--- config.mk ---
export PLATFORM = sky130hd
export DESIGN_NAME = branch_target_buffer_flat
export DESIGN_NICKNAME = d
export VERILOG_FILES = /design/src/rtl/branch_target_buffer_if.sv /design/src/rtl/branch_target_buffer.sv /design/src/flat_wrapper.sv
export SDC_FILE = /design/constraint.sdc
export NUM_CORES = 2
export LEC_CHECK = 0
export CAP_MARGIN = 40
export CORE_ASPECT_RATIO = 0.5
export CORE_MARGIN = 4
export CORE_UTILIZATION = 50
export CTS_CLUSTER_SIZE = 10
export DETAILED_ROUTE_END_ITERATION = 12
export PLACE_DENSITY = 0.67
export SLEW_MARGIN = 20
export SYNTH_ARGS = -nofsm -noshare
export SYNTH_HDL_FRONTEND = slang
export SYNTH_SLANG_ARGS = --single-unit
--- constraint.sdc ---
create_clock -name clk_i -period 40.3 [get_ports clk_i]
set_input_delay 4.03 -clock clk_i [delete_from_list [all_inputs] [get_ports clk_i]]
set_output_delay 4.03 -clock clk_i [all_outputs]
set_load 0.03 [all_outputs]
--- src/rtl/branch_target_buffer_if.sv ---
// Fetch-lookup and execute-update bus of the branch target buffer.
// The master drives the PCs and updates; the slave answers lookups combinationally.
interface branch_target_buffer_if #(
    parameter int XLEN = 32
);
    logic [XLEN-1:0] pc_i;
    logic            hit_o;
    logic [XLEN-1:0] target_o;
    logic            upd_valid_i;
    logic [XLEN-1:0] upd_pc_i;
    logic [XLEN-1:0] upd_target_i;
    logic            upd_taken_i;
    logic            upd_jump_i;
    logic            flush_all_i;

    modport master (
        output pc_i, upd_valid_i, upd_pc_i, upd_target_i, upd_taken_i, upd_jump_i, flush_all_i,
        input  hit_o, target_o
    );

    modport slave (
        input  pc_i, upd_valid_i, upd_pc_i, upd_target_i, upd_taken_i, upd_jump_i, flush_all_i,
        output hit_o, target_o
    );
endinterface

--- src/rtl/branch_target_buffer.sv ---
// Direct-mapped halfword-granular BTB with 2-bit counters; lookup is combinational (zero latency).
// Updates and flushes commit on the next edge; no backpressure, an update is accepted every cycle.
module branch_target_buffer #(
    parameter int XLEN    = 32,
    parameter int ENTRIES = 16,
    parameter int IDX_W   = $clog2(ENTRIES)
) (
    input  logic                    clk_i,
    input  logic                    rst_i,
    branch_target_buffer_if.slave   bus
);
    localparam int TAG_W = XLEN - IDX_W - 1;

    typedef struct packed {
        logic             valid;
        logic [TAG_W-1:0] tag;
        logic [XLEN-1:0]  target;
        logic [1:0]       ctr;
    } entry_t;

    entry_t entry_q [ENTRIES];
    entry_t entry_d;

    logic [IDX_W-1:0] lk_idx;
    logic [TAG_W-1:0] lk_tag;
    logic             lk_match;
    logic [IDX_W-1:0] upd_idx;
    logic [TAG_W-1:0] upd_tag;
    logic             upd_match;
    logic             upd_we;

    // Bit 0 never participates: both halves of a halfword share one entry.
    assign lk_idx  = bus.pc_i[IDX_W:1];
    assign lk_tag  = bus.pc_i[XLEN-1:IDX_W+1];
    assign upd_idx = bus.upd_pc_i[IDX_W:1];
    assign upd_tag = bus.upd_pc_i[XLEN-1:IDX_W+1];

    assign lk_match     = entry_q[lk_idx].valid && (entry_q[lk_idx].tag == lk_tag);
    assign bus.hit_o    = lk_match && entry_q[lk_idx].ctr[1];
    assign bus.target_o = lk_match ? entry_q[lk_idx].target : '0;

    assign upd_match = entry_q[upd_idx].valid && (entry_q[upd_idx].tag == upd_tag);

    always_comb begin
        entry_d = entry_q[upd_idx];
        upd_we  = 1'b0;
        if (bus.upd_valid_i) begin
            if (upd_match) begin
                upd_we = 1'b1;
                if (bus.upd_jump_i) begin
                    entry_d.ctr    = 2'b11;
                    entry_d.target = bus.upd_target_i;
                end else if (bus.upd_taken_i) begin
                    entry_d.ctr    = (entry_q[upd_idx].ctr == 2'b11) ? 2'b11 : entry_q[upd_idx].ctr + 2'b01;
                    entry_d.target = bus.upd_target_i;
                end else begin
                    entry_d.ctr    = (entry_q[upd_idx].ctr == 2'b00) ? 2'b00 : entry_q[upd_idx].ctr - 2'b01;
                end
            end else if (bus.upd_taken_i || bus.upd_jump_i) begin
                // Not-taken misses never allocate, so a cold branch cannot evict a useful entry.
                upd_we         = 1'b1;
                entry_d.valid  = 1'b1;
                entry_d.tag    = upd_tag;
                entry_d.target = bus.upd_target_i;
                entry_d.ctr    = bus.upd_jump_i ? 2'b11 : 2'b10;
            end
        end
    end

    always_ff @(posedge clk_i or posedge rst_i) begin
        if (rst_i) begin
            for (int i = 0; i < ENTRIES; i++) begin
                entry_q[i] <= '{valid: 1'b0, tag: '0, target: '0, ctr: 2'b01};
            end
        end else if (bus.flush_all_i) begin
            for (int i = 0; i < ENTRIES; i++) begin
                entry_q[i].valid <= 1'b0;
            end
        end else if (upd_we) begin
            entry_q[upd_idx] <= entry_d;
        end
    end
endmodule

--- src/flat_wrapper.sv ---
// flat-port wrapper written by rule: the top's interface ports become plain ports
module branch_target_buffer_flat 
#(
    parameter int XLEN    = 32,
    parameter int ENTRIES = 16,
    parameter int IDX_W   = $clog2(ENTRIES)
)
  (clk_i, rst_i, bus_pc_i, bus_upd_valid_i, bus_upd_pc_i, bus_upd_target_i, bus_upd_taken_i, bus_upd_jump_i, bus_flush_all_i, bus_hit_o, bus_target_o);
  branch_target_buffer_if #(.XLEN(XLEN)) bus_i ();
  input  logic clk_i;
  input  logic rst_i;
  input wire logic [$bits(bus_i.pc_i)-1:0] bus_pc_i;
  input wire logic [$bits(bus_i.upd_valid_i)-1:0] bus_upd_valid_i;
  input wire logic [$bits(bus_i.upd_pc_i)-1:0] bus_upd_pc_i;
  input wire logic [$bits(bus_i.upd_target_i)-1:0] bus_upd_target_i;
  input wire logic [$bits(bus_i.upd_taken_i)-1:0] bus_upd_taken_i;
  input wire logic [$bits(bus_i.upd_jump_i)-1:0] bus_upd_jump_i;
  input wire logic [$bits(bus_i.flush_all_i)-1:0] bus_flush_all_i;
  output wire logic [$bits(bus_i.hit_o)-1:0] bus_hit_o;
  output wire logic [$bits(bus_i.target_o)-1:0] bus_target_o;
  assign bus_i.pc_i = bus_pc_i;
  assign bus_i.upd_valid_i = bus_upd_valid_i;
  assign bus_i.upd_pc_i = bus_upd_pc_i;
  assign bus_i.upd_target_i = bus_upd_target_i;
  assign bus_i.upd_taken_i = bus_upd_taken_i;
  assign bus_i.upd_jump_i = bus_upd_jump_i;
  assign bus_i.flush_all_i = bus_flush_all_i;
  assign bus_hit_o = bus_i.hit_o;
  assign bus_target_o = bus_i.target_o;
  branch_target_buffer #(.XLEN(XLEN), .ENTRIES(ENTRIES), .IDX_W(IDX_W)) u_core (.clk_i(clk_i), .rst_i(rst_i), .bus(bus_i));
endmodule
==> flow_metrics.env <==
export IMPL_globalRouteOverflowTotal=0
export IMPL_route_final_wire_length_um=150000
export IMPL_die_area_um2=114000
export IMPL_dieWidth_um=473
export IMPL_synth_area_um2=54100
export IMPL_critical_path_data_required_time_ns=36.27
export IMPL_placementRows=84
export IMPL_initial_antenna_violation_count=1
export IMPL_setup_worst_path_class="primary input to output port"
export IMPL_vdd_ir_drop_worst_mv=0.0369
export IMPL_finalCritPeriodShare_pct=33.7
export IMPL_design_power_total_mw=2.64
export IMPL_cts_repair_timing_setup_buffer_count=0
export IMPL_htreeDepth=3
export IMPL_timing_max_cap_violations=0
export IMPL_yosys_warnings=0
export IMPL_ys_seq_area_share_pct=45.9
export IMPL_cell_internal_pwr_mw=1.93
export IMPL_cellLeakagePower_nw=26.3
export IMPL_maxClockFrequency_ghz=0.0737
export IMPL_gpl_final_weighted_congestion=0.886
export IMPL_filler_cell_count=8128
export IMPL_measured_slew_at_the_worst_slew_check_pin_ns=1.04
export IMPL_num_io_pins=135
export IMPL_period_minus_slack_ns=13.57
export IMPL_placed_cells=4681
export IMPL_pwr_share_clk_pct=34.1
export IMPL_preCtsSetupSlack_ns=26.67
export IMPL_cts_tree="built"
export IMPL_synth_async_reset_ratio_pct=100
export IMPL_synth_cell_types=56
export IMPL_postLayoutSetupSlackWorst_ns=26.73
export IMPL_slew_limit_headroom_pct=30.8
export IMPL_p_sw_share_pct=27.0
export IMPL_area_growth_syn_to_layout_pct=11.2
export IMPL_worst_path_max_delay_cell="sky130_fd_sc_hd__clkdlybuf4s50_1"
export IMPL_clkTransAtPathRegs_ns=0.06
export IMPL_dp_hpwl_um=87800
export IMPL_viasPerCell=6.76
export IMPL_largest_register="u_core.entry_q"
export IMPL_finClkSkew_ns=0.0244
export IMPL_detail_route_wl_per_cell_um=31.0
export IMPL_grt_pass1_vias=34523
export IMPL_arrival_ns=9.54
export IMPL_synth_edf_count=0
export IMPL_grt_start_max_net_pins=178
export IMPL_drive_gt1_share_pct=52.8
export IMPL_status="finished, final reports clean"
export IMPL_drt_iter0_drc=2764
export IMPL_vias=32694
export IMPL_hold_violations=0
export IMPL_post_cts_resized_instances=0
export IMPL_cts_hold_buffers=0
export IMPL_starting_density_of_the_core_pct=50.9
export IMPL_largest_reg_flops=992
export IMPL_rsz0062_at_grt="no"
export IMPL_timing_final_setup_violations=0
export IMPL_per_instance_average_area_after_synthesis_um2=16.1
export IMPL_layoutNonFillerInstCount=4834
export IMPL_p_comb_share_pct=19.1
export IMPL_clock_sink_count=992
export IMPL_synth_ff_latch_count=992
export IMPL_grt_pass1_wl_um=229000
export IMPL_netSwitchingPower_uw=711
export IMPL_fp_dieH_um=241
export IMPL_setup_worst_path_start_class="primary input"
export IMPL_setup_tns_final_ns=0
export IMPL_worstSetupEndpointType="output port"
export IMPL_clock_path_buffers=3
export IMPL_hp_class="register to register"
export IMPL_synthCells=3352
export IMPL_power_per_cell_area_nw_per_um2=43.8
export IMPL_path_common_cell="sky130_fd_sc_hd__buf_4"
export IMPL_globalRouteTotalUtil_pct=26.8
export IMPL_crit_path_cell_trace="buf_8 > buf_4 > buf_12 > buf_4 > mux4_2 > mux4_2 > xnor2_1 > nand4_1 > nor4_1 > nand4_1 > buf_4 > nor2b_1 > clkdlybuf4s50_1"
export IMPL_insertion_delay_ns=0.71
export IMPL_largest_registers="u_core.entry_q: 992 flops"
export IMPL_mappedNetlistNets=3454
export IMPL_dominantRegCellSynth="sky130_fd_sc_hd__dfrtp_1"
export IMPL_cts_inserted_buffers=109
export IMPL_fin_nets=3482
export IMPL_detail_route_first_pass_iterations=5
export IMPL_timing_critical_path_fanout_max=72
export IMPL_maxSlewViolCount=0
export IMPL_antenna_violating_nets_post_route=0
export IMPL_drc=0
export IMPL_slowest_delay_ns=0.69
export IMPL_floorplan_core_area_um2=106000
export IMPL_root_buffer_cell="sky130_fd_sc_hd__clkbuf_16"
export IMPL_seq_power_share_pct=46.8
export IMPL_io_buffer_count=132
==> cells in the mapped netlist, types with 3 or more instances <==
cell,count,area share (%)
sky130_fd_sc_hd__a41oi_1,3,0.049
sky130_fd_sc_hd__nand2_1,35,0.24
sky130_fd_sc_hd__o22ai_1,7,0.081
sky130_fd_sc_hd__a21o_1,18,0.25
sky130_fd_sc_hd__nand4_1,7,0.081
sky130_fd_sc_hd__xor2_1,19,0.31
sky130_fd_sc_hd__nor3_2,10,0.19
sky130_fd_sc_hd__nor4_1,5,0.058
sky130_fd_sc_hd__buf_4,13,0.18
sky130_fd_sc_hd__mux2_1,86,1.8
sky130_fd_sc_hd__dfstp_2,16,0.78
sky130_fd_sc_hd__nor4_2,4,0.093
sky130_fd_sc_hd__mux4_2,571,24
sky130_fd_sc_hd__o21ai_0,27,0.25
sky130_fd_sc_hd__dfrtp_1,976,45
sky130_fd_sc_hd__o2bb2ai_1,4,0.065
sky130_fd_sc_hd__buf_1,40,0.28
sky130_fd_sc_hd__xnor2_1,30,0.49
sky130_fd_sc_hd__nor4_4,4,0.16
sky130_fd_sc_hd__nor2_1,16,0.11
sky130_fd_sc_hd__nor3_1,3,0.028
sky130_fd_sc_hd__and3_1,4,0.046
sky130_fd_sc_hd__buf_6,10,0.21
sky130_fd_sc_hd__buf_2,121,1.1
sky130_fd_sc_hd__a21oi_1,10,0.093
sky130_fd_sc_hd__a22oi_1,24,0.33
sky130_fd_sc_hd__mux2_2,959,20
sky130_fd_sc_hd__o221ai_1,4,0.065
sky130_fd_sc_hd__nand3_1,7,0.065
sky130_fd_sc_hd__clkinv_1,3,0.021
sky130_fd_sc_hd__a2bb2oi_1,3,0.049
sky130_fd_sc_hd__mux2i_1,89,1.6
sky130_fd_sc_hd__a211oi_1,4,0.056
sky130_fd_sc_hd__clkbuf_1,135,0.94
sky130_fd_sc_hd__nor2b_1,40,0.46
sky130_fd_sc_hd__inv_1,16,0.11
sky130_fd_sc_hd__a31oi_1,4,0.046
==> routing by layer <==
layer,share of wire [%],track usage [%],wire length (um),up-vias
met5,0,0,0,-
met1,44,38.8,65300,17993
met2,47,42.3,70700,1266
met3,6.9,5.49,10400,249
met4,2.4,6.87,3670,0
li1,-,-,-,13186
==> critical path: cells and delay by family <==
family | cells | cell delay [ns]
xor gates and xnor gates | 1 | 0.20
buffers and inverters | 6 | 2.86
muxes | 2 | 1.05
and+or+nand+nor | 4 | 1.20
==> area by class of cell <==
class                      instances  area, um^2  area share (%)
antenna                            1        2.50         0.00416
clock buffer                     141        2930            4.87
clock inverter                     4        67.6           0.112
inverter                          19        78.8           0.131
multi-input combinational       2022       27800            46.2
sequential                       992       24800            41.3
tap                             1419        1780            2.95
timing repair buffer             236        2640            4.39
==> through the flow <==
stage / util (%) / area [um^2] / hold WS (ns)
finish: 56.6 / 60200 / 0.506
global route: 56.6 / 60200 / 0.522
CTS: 56.5 / 60000 / 0.506
detailed placement: 53.7 / 57000 / 0.493
global placement: 53.1 / 56400 / 0.475
floorplan: - / 54100 / 0.461
==> cell usage in the layout, fill, tap and decap left out, types with 4 or more instances in the layout <==
cell type | synthesis | routed
sky130_fd_sc_hd__a21oi_1 | 10 | 10
sky130_fd_sc_hd__clkbuf_16 | 0 | 113
sky130_fd_sc_hd__o22ai_1 | 7 | 7
sky130_fd_sc_hd__nor2_1 | 16 | 16
sky130_fd_sc_hd__nand4_1 | 7 | 7
sky130_fd_sc_hd__clkdlybuf4s50_1 | 0 | 124
sky130_fd_sc_hd__inv_1 | 16 | 15
sky130_fd_sc_hd__mux2_2 | 959 | 959
sky130_fd_sc_hd__o21ai_0 | 27 | 26
sky130_fd_sc_hd__xor2_1 | 19 | 19
sky130_fd_sc_hd__a211oi_1 | 4 | 4
sky130_fd_sc_hd__buf_8 | 0 | 4
sky130_fd_sc_hd__mux4_2 | 571 | 571
sky130_fd_sc_hd__a21o_1 | 18 | 18
sky130_fd_sc_hd__mux2i_1 | 89 | 88
sky130_fd_sc_hd__nand2_1 | 35 | 35
sky130_fd_sc_hd__mux2_1 | 86 | 86
sky130_fd_sc_hd__buf_4 | 13 | 71
sky130_fd_sc_hd__nand3_1 | 7 | 7
sky130_fd_sc_hd__o221ai_1 | 4 | 4
sky130_fd_sc_hd__buf_16 | 0 | 16
sky130_fd_sc_hd__dfstp_2 | 16 | 16
sky130_fd_sc_hd__nor3_4 | 0 | 9
sky130_fd_sc_hd__nor2b_1 | 40 | 40
sky130_fd_sc_hd__clkbuf_1 | 135 | 28
sky130_fd_sc_hd__dfrtp_1 | 976 | 976
sky130_fd_sc_hd__o2bb2ai_1 | 4 | 4
sky130_fd_sc_hd__nor4_1 | 5 | 5
sky130_fd_sc_hd__xnor2_1 | 30 | 30
sky130_fd_sc_hd__buf_12 | 0 | 16
sky130_fd_sc_hd__a22oi_1 | 24 | 24
sky130_fd_sc_hd__and3_1 | 4 | 4
sky130_fd_sc_hd__nor4_4 | 4 | 7
==> power groups by stage <==
stage | sequential [mW] | combinational (mW) | clock [mW]
5_1_grt | 1.25 | 0.541 | 0.963
6_report | 1.23 | 0.505 | 0.900
4_1_cts | 1.23 | 0.505 | 0.920
3_3_place_gp | 1.24 | 0.485 | 0
3_5_place_dp | 1.25 | 0.503 | 0
2_1_floorplan | 1.21 | 0.393 | 0
==> path summary, 6_finish.rpt <==
check                                    startpoint                  end  slack (ns)  depth (start not counted)
worst max-delay path                    bus_pc_i[1]     bus_target_o[30]       26.73                         13
worst min-delay path            u_core.entry_q[518]  u_core.entry_q[518]        0.51                          1
worst max register to register  u_core.entry_q[112]  u_core.entry_q[257]       35.49                         11
worst min register to register  u_core.entry_q[518]  u_core.entry_q[518]        0.51                          1
max in group asynchronous                     rst_i   u_core.entry_q[14]       34.37                          6
min in group asynchronous                     rst_i  u_core.entry_q[836]        3.63                          2
==> cells by family after synthesis <==
logic type      count (synthesis)  share of synthesized area, %
compound gates                125                          1.64
mux                          1705                          47.2
xor+xnor                       49                         0.793
fa+ha+maj                       1                        0.0185
simple gates                  142                          1.61
flops                         992                          45.9
buf+inv                       338                          2.85
No activity file was read; power rests on OpenSTA's default activity.
